[src/rtl/cpu_types_pkg.sv]
// Shared CPU-side types: machine word and the RAM handshake state.
package cpu_types_pkg;

  typedef logic [31:0] word_t;

  typedef enum logic [1:0] {
    FREE   = 2'd0,
    BUSY   = 2'd1,
    ACCESS = 2'd2,
    ERROR  = 2'd3
  } ramstate_t;

endpackage

[src/rtl/mem_arbiter.sv]
// Two-port (icache/dcache) arbiter onto a single RAM port with
// data priority, anti-starvation for instruction fetch, and access timeout.
module mem_arbiter
  import cpu_types_pkg::*;
#(
  parameter int    TIMEOUT_CYC = 64,
  parameter word_t ERR_WORD    = 32'hBAD1BAD1
) (
  input  logic      CLK,
  input  logic      nRST,
  input  logic      iREN,
  input  word_t     iaddr,
  output logic      iwait,
  output word_t     iload,
  input  logic      dREN,
  input  logic      dWEN,
  input  word_t     daddr,
  input  word_t     dstore,
  output logic      dwait,
  output word_t     dload,
  output logic      ramREN,
  output logic      ramWEN,
  output word_t     ramaddr,
  output word_t     ramstore,
  input  word_t     ramload,
  input  ramstate_t ramstate,
  output logic      merr
);

  typedef enum logic [1:0] {IDLE, IACC, DACC} arb_state_t;

  localparam logic [7:0] TO_LIM = 8'(TIMEOUT_CYC - 1);

  arb_state_t state_q;
  logic       ren_q;
  logic       wen_q;
  word_t      addr_q;
  word_t      store_q;
  logic [7:0] cnt_q;
  logic       merr_q;
  logic       last_d_q;

  logic  d_req;
  logic  in_acc;
  logic  req_live;
  logic  ram_ok;
  logic  done;
  logic  err_done;
  word_t rd_data;

  assign d_req    = dREN | dWEN;
  assign in_acc   = (state_q != IDLE);
  assign req_live = (state_q == IACC) ? iREN : ((state_q == DACC) ? d_req : 1'b0);
  assign ram_ok   = (ramstate == ACCESS);
  // A dropped request aborts silently, even if the RAM answers that cycle.
  assign done     = in_acc && req_live &&
                    (ram_ok || (ramstate == ERROR) || (cnt_q == TO_LIM));
  assign err_done = done && !ram_ok;
  assign rd_data  = err_done ? ERR_WORD : (ren_q ? ramload : '0);

  assign iwait    = !(done && (state_q == IACC));
  assign dwait    = !(done && (state_q == DACC));
  assign iload    = (done && (state_q == IACC)) ? rd_data : '0;
  assign dload    = (done && (state_q == DACC)) ? rd_data : '0;

  assign ramREN   = ren_q;
  assign ramWEN   = wen_q;
  assign ramaddr  = addr_q;
  assign ramstore = store_q;
  assign merr     = merr_q;

  always_ff @(posedge CLK or negedge nRST) begin
    if (!nRST) begin
      state_q  <= IDLE;
      ren_q    <= 1'b0;
      wen_q    <= 1'b0;
      addr_q   <= '0;
      store_q  <= '0;
      cnt_q    <= '0;
      merr_q   <= 1'b0;
      last_d_q <= 1'b0;
    end else begin
      case (state_q)
        IDLE: begin
          // Data wins unless it was served last and a fetch is waiting.
          if (d_req && !(last_d_q && iREN)) begin
            state_q <= DACC;
            addr_q  <= daddr;
            store_q <= dstore;
            ren_q   <= dREN;
            wen_q   <= dWEN;
            cnt_q   <= '0;
          end else if (iREN) begin
            state_q <= IACC;
            addr_q  <= iaddr;
            store_q <= '0;
            ren_q   <= 1'b1;
            wen_q   <= 1'b0;
            cnt_q   <= '0;
          end
        end
        default: begin
          if (!req_live || done) begin
            state_q <= IDLE;
            ren_q   <= 1'b0;
            wen_q   <= 1'b0;
            if (done)
              last_d_q <= (state_q == DACC);
            if (err_done)
              merr_q <= 1'b1;
          end else begin
            cnt_q <= cnt_q + 8'd1;
          end
        end
      endcase
    end
  end

endmodule

[config.mk]
export PLATFORM = sky130hd
export DESIGN_NAME = mem_arbiter
export DESIGN_NICKNAME = d
export VERILOG_FILES = /design/src/rtl/cpu_types_pkg.sv /design/src/rtl/mem_arbiter.sv
export SDC_FILE = /design/constraint.sdc
export NUM_CORES = 1
export LEC_CHECK = 0
export CAP_MARGIN = 20
export CORE_MARGIN = 8
export CORE_UTILIZATION = 36
export CTS_CLUSTER_DIAMETER = 150
export CTS_CLUSTER_SIZE = 14
export DETAILED_ROUTE_END_ITERATION = 7
export HOLD_SLACK_MARGIN = 0.15
export PLACE_DENSITY_LB_ADDON = 0.15
export SYNTH_ARGS = -nofsm -noshare
export SYNTH_HDL_FRONTEND = slang
export SYNTH_SLANG_ARGS = --single-unit
[constraint.sdc]
create_clock -name CLK -period 2.5 [get_ports CLK]
set_clock_uncertainty 0.1 [all_clocks]
set_input_delay 0.5 -clock CLK [delete_from_list [all_inputs] [get_ports CLK]]
set_output_delay 0.5 -clock CLK [all_outputs]
set_load 0.005 [all_outputs]
After elaboration in Yosys (flattened, before gate mapping):

Cells that the tools add are included.

* bitwise logic cells: 2
* eq/ne operators: 7
* add/subtract/negate cells: 1
* reduce and logical (&&, ||, !) cells: 24
* muxes and demuxes: 25

Operators by type and width (number)
* 32-bit 2-to-1 mux: 8
* 8-bit 2-to-1 mux: 4
* 1-bit 2-to-1 mux: 9
* 8-bit by 1-bit adder with 8-bit output, second input constant: 1
* 8-bit by 6-bit equality test with 1-bit output, second input constant: 1
* 2-bit 2-to-1 mux: 4
* 1-bit logical AND: 7
* 2-bit equality test, second input constant: 3
* 2-bit AND reduction: 3
* 3-bit AND reduction: 2
* 2-bit nonzero test: 3
* 1-bit zero test: 5
* 1-bit logical OR: 3
* 3-bit inequality test, second input constant: 1
* 2-bit by 1-bit equality test with 1-bit output, second input constant: 1
* 2-bit zero test: 1
* 2-bit by 1-bit inequality test with 1-bit output, second input constant: 1
* 1-bit inverter: 1
* 1-bit OR: 1

* register bits: 78
* bits of input ports: 135

Longest topological paths before layout:

* depth after elaboration: 8
* depth in mapped cells: 8

Least setup slack after synthesis:

No wires, ideal clock.

* kind: reg2out
* from: register cnt_q[0]
* to: output iload[15]
* arrival time: 1.629 ns
* cell stages (with the launch flop): 8
* data required time: 1.900 ns
* slack: 0.271 ns
* path through: dfrtp_1 -> ha_1 -> and3_1 -> buf_4 -> a41o_2 -> nand4b_4 -> buf_2 -> a21oi_1

* cells in the longest elaborated chain, start to end: 6
* elaborated cells on any way between the ends: 7
* those cells by class: eq/ne (1); mux (2); reduce/logical (4)

RTL lines
* from (decl): line mem_arbiter.sv:39 `logic [7:0] cnt_q;`
* from (signal assigned): line mem_arbiter.sv:112 `cnt_q <= cnt_q + 8'd1;`
* 8-bit by 6-bit equality test with 1-bit output *: line mem_arbiter.sv:57 `(ram_ok || (ramstate == ERROR) || (cnt_q == TO_LIM));`
* 1-bit logical OR *: line mem_arbiter.sv:57
* 1-bit logical AND *: line mem_arbiter.sv:56 `assign done = in_acc && req_live &&`
* 1-bit logical AND: line mem_arbiter.sv:58 `assign err_done = done && !ram_ok;`
* 32-bit 2-to-1 mux: line mem_arbiter.sv:59 `assign rd_data = err_done ? ERR_WORD : (ren_q ? ramload : '0);`
* 32-bit 2-to-1 mux *: line mem_arbiter.sv:63 `assign iload = (done && (state_q == IACC)) ? rd_data : '0;`
* to (decl): line mem_arbiter.sv:14 `output word_t iload,`

Every way passes the cells marked *; elsewhere a longest branch is shown, timed or not.

Worst setup path in the final report:

* from: register cnt_q[0]
* to: output dload[12]

* cells in the longest elaborated chain, start to end: 6
* elaborated cells on any way between the ends: 7
* those cells by class: eq/ne (1); mux (2); reduce/logical (4)

RTL lines
* 8-bit by 6-bit equality test with 1-bit output *: line mem_arbiter.sv:57
* 1-bit logical OR *: line mem_arbiter.sv:57
* 1-bit logical AND *: line mem_arbiter.sv:56
* 1-bit logical AND: line mem_arbiter.sv:58
* 32-bit 2-to-1 mux: line mem_arbiter.sv:59
* 32-bit 2-to-1 mux *: line mem_arbiter.sv:64 `assign dload = (done && (state_q == DACC)) ? rd_data : '0;`
* to (decl): line mem_arbiter.sv:20 `output word_t dload,`

Marked as above.

==> qor.csv <==
metric;value;unit
io_buffers;267;
vias_per_cell;4.99;
synth_cell_types;39;
vias;4238;
start_util;36.5;%
path_delay_family;compound AO/OA/AOI/OAI gates;
core;10700;µm²
setup_viol;37;
crit_fanout;5;
drt_iter0_markers;225;
clkTransAtPathRegs;0.07;ns
p_switching;0.00233;W
netlist_instances;399;
cp_data_arrival_time;2.18;ns
p_leak;3.47;nW
clkPwrFrac;17.1;%
yosys_most_used_dff;dfrtp_1;
die_x;120;µm
max_cap_viol_count;0;
cts_root_buffer;clkbuf_8;
antenna_found_initial;2;
insertion_delay;0.35;ns
peakVddDrop;0.562;mV
grt_usage;21.4;%
htreeDepth;3;
finalMaxSlewViolations;0;
rsz0062_at_grt;yes;
ios;268;
synth_seq_area_share;49.8;%
numCtsBuffers;9;
synth.avg_cell_area;9.83;µm²
clock_path_buffers;2;
ys_seq_elements;78;
dr.pass1.iters;4;
post_drt_wl_per_cell;18.9;µm
tritoncts;done;
p_comb_share;51.8;%
yosys_warnings;0;
p_per_area;914;nW/µm²
finalWorstSetupSlack;-0.282;ns
swShare;34.0;%
grt_max_degree;63;
slowest_delay;0.41;ns
fin_setup_tns;-8.41;ns
cp_slowest_cell;o41a_4;
startpoint_type;flop;
seqPwrFrac;31.0;%
hold_viol;0;
slew_headroom;64.7;%
syn_to_final_growth;91.5;%
die_area;14500;µm²
hp-class;reg -> reg;
path_cells;ha_2, and3_4, nand3_4, o41a_4, buf_12, buf_16, a21oi_2, buf_2;
violations;setup timing;
final_core_util;69.9;%
synth_area;3920;µm²
place.gp.congestion;0.840;
ant_nets;0;
wl;16100;µm
synth-edff-count;0;
cts_num_sinks;78;
tightest_slew;0.528;ns
status;complete, but fails checks;
post-route-drc-count;0;
die_y;120;µm
grt_first_pass_wirelength;24800;µm
fmax;359;MHz
grt_pass1_vias;4519;
final_nets;839;
layout-drive-gt1-share;25.0;%
path_class;reg -> out;
critPathBufInv;3;
power.internal;0.00453;W
required;1.90;ns
grt.overflow.total;0;
fin_crit;2.78;ns
rows;38;
synthesis.nets;535;
synth-async-reset-ratio;100;%
power;0.00687;W
critPathCaptureType;output port;
hpwl;11900;µm
finalCritPeriodShare;111;%
-- kinds of logic (layout without fill, tap and decap cells) --
group	after synthesis	count (layout)	synth area share, %
multiplexers	34	34	8.71
XOR/XNOR	1	1	0.223
flip-flops	78	78	49.8
other	0	2	0
AO/OA/AOI/OAI	128	128	21.9
AND/OR/NAND/NOR	124	124	13.5
buffers and inverters	33	341	5.52
adder cells (fa/ha/maj)	1	1	0.319
-- area by class of cell --
| class | instances | area (µm²) |
|---|---|---|
| antenna | 2 | 5.00 |
| sequential | 78 | 1950 |
| tap | 140 | 175 |
| fill | 850 | 3230 |
| timing repair buffer | 326 | 3150 |
| multi-input combinational | 288 | 1980 |
| clock inverter | 3 | 90.1 |
| clock buffer | 12 | 165 |
-- synthesized netlist by cell type, drive strengths merged (3+ instances only) --
cell | number | area [µm²]
a21oi | 38 | 213
a22o | 32 | 280
buf | 26 | 190
clkbuf | 7 | 26.3
dfrtp | 78 | 1950
mux2i | 33 | 330
nand2 | 74 | 278
nand3 | 5 | 30.0
nor2 | 31 | 119
nor2b | 3 | 18.8
nor3 | 5 | 25.0
o21ai | 40 | 200
-- metal layers --
layer  up-vias  share of wire, %  GRT usage [%]  routed length [µm]
li1       2017                 -              -                   -
met1      1991                37           22.5                5870
met2       202                52           39.4                8380
met3        28               9.2           7.23                1480
met4         0               2.2           6.32                 356
met5         -                 0              0                   0
-- sequential cells by signal, summed over array words and instances (netlist names) --
name,flops
ramaddr,32
ramWEN,1
merr,1
ramstore,32
last_d_q,1
cnt_q,8
ramREN,1
state_q,2
-- metrics by stage --
step | setup WS, ns | hold slack, ns | cell area (µm²) | cells
2_1_floorplan | 0.271 | 0.104 | 3920 | 399
3_3_place_gp | -0.406 | 0.356 | 6940 | 809
3_5_place_dp | -0.460 | 0.355 | 6940 | 809
4_1_cts | -0.331 | 0.380 | 7400 | 842
5_1_grt | -0.360 | 0.408 | 7510 | 849
6_report | -0.282 | 0.378 | 7510 | 849
-- worst paths after layout --
kind / cells past startpoint / startpoint / slack [ns] / endpoint
min in group asynchronous: 2 / nRST / 0.54 / ramstore[8]
max in group asynchronous: 3 / nRST / 1.17 / ramstore[3]
min reg2reg: 2 / ramaddr[6] / 0.38 / ramaddr[6]
min: 2 / ramaddr[6] / 0.38 / ramaddr[6]
max: 8 / cnt_q[0] / -0.28 / dload[12]
max reg2reg: 7 / cnt_q[0] / 0.55 / merr
-- cells in the final DEF (no fill, tap or decap), types with 9 or more instances in the layout --
master / Yosys / routed
dfrtp_1: 78 / 77
clkbuf_8: 0 / 12
a22o_1: 32 / 32
buf_2: 14 / 39
clkdlybuf4s50_1: 0 / 195
nor2_1: 30 / 29
nand2_1: 74 / 74
dlygate4sd2_1: 0 / 22
buf_4: 4 / 40
a21oi_2: 6 / 31
o21ai_0: 38 / 38
mux2i_1: 33 / 33
buf_12: 0 / 9
-- power by group through the flow --
stage	Combinational (W)	Sequential, W	Clock, W
5_1_grt	0.00386	0.00220	0.00126
2_1_floorplan	0.00143	0.00217	0
3_5_place_dp	0.00341	0.00214	0
6_report	0.00356	0.00213	0.00118
3_3_place_gp	0.00336	0.00211	0
4_1_cts	0.00353	0.00213	0.00121
-- tightest hold or removal path, cell delays in order (launching register included) --
cell and delay, ns:
dfrtp_1 0.34, nand2_1 0.04, o21ai_0 0.06
-- what timing repair did --
action,4_1_cts,5_1_grt
gates resized for setup,224,37
hold endpoints to repair,35,0
cloned,6,1
pin swaps,9,9
hold buffers,1,0
setup endpoints to repair,66,46
buffers inserted,11,4
Note: power is estimated with default switching activity, not from simulation.
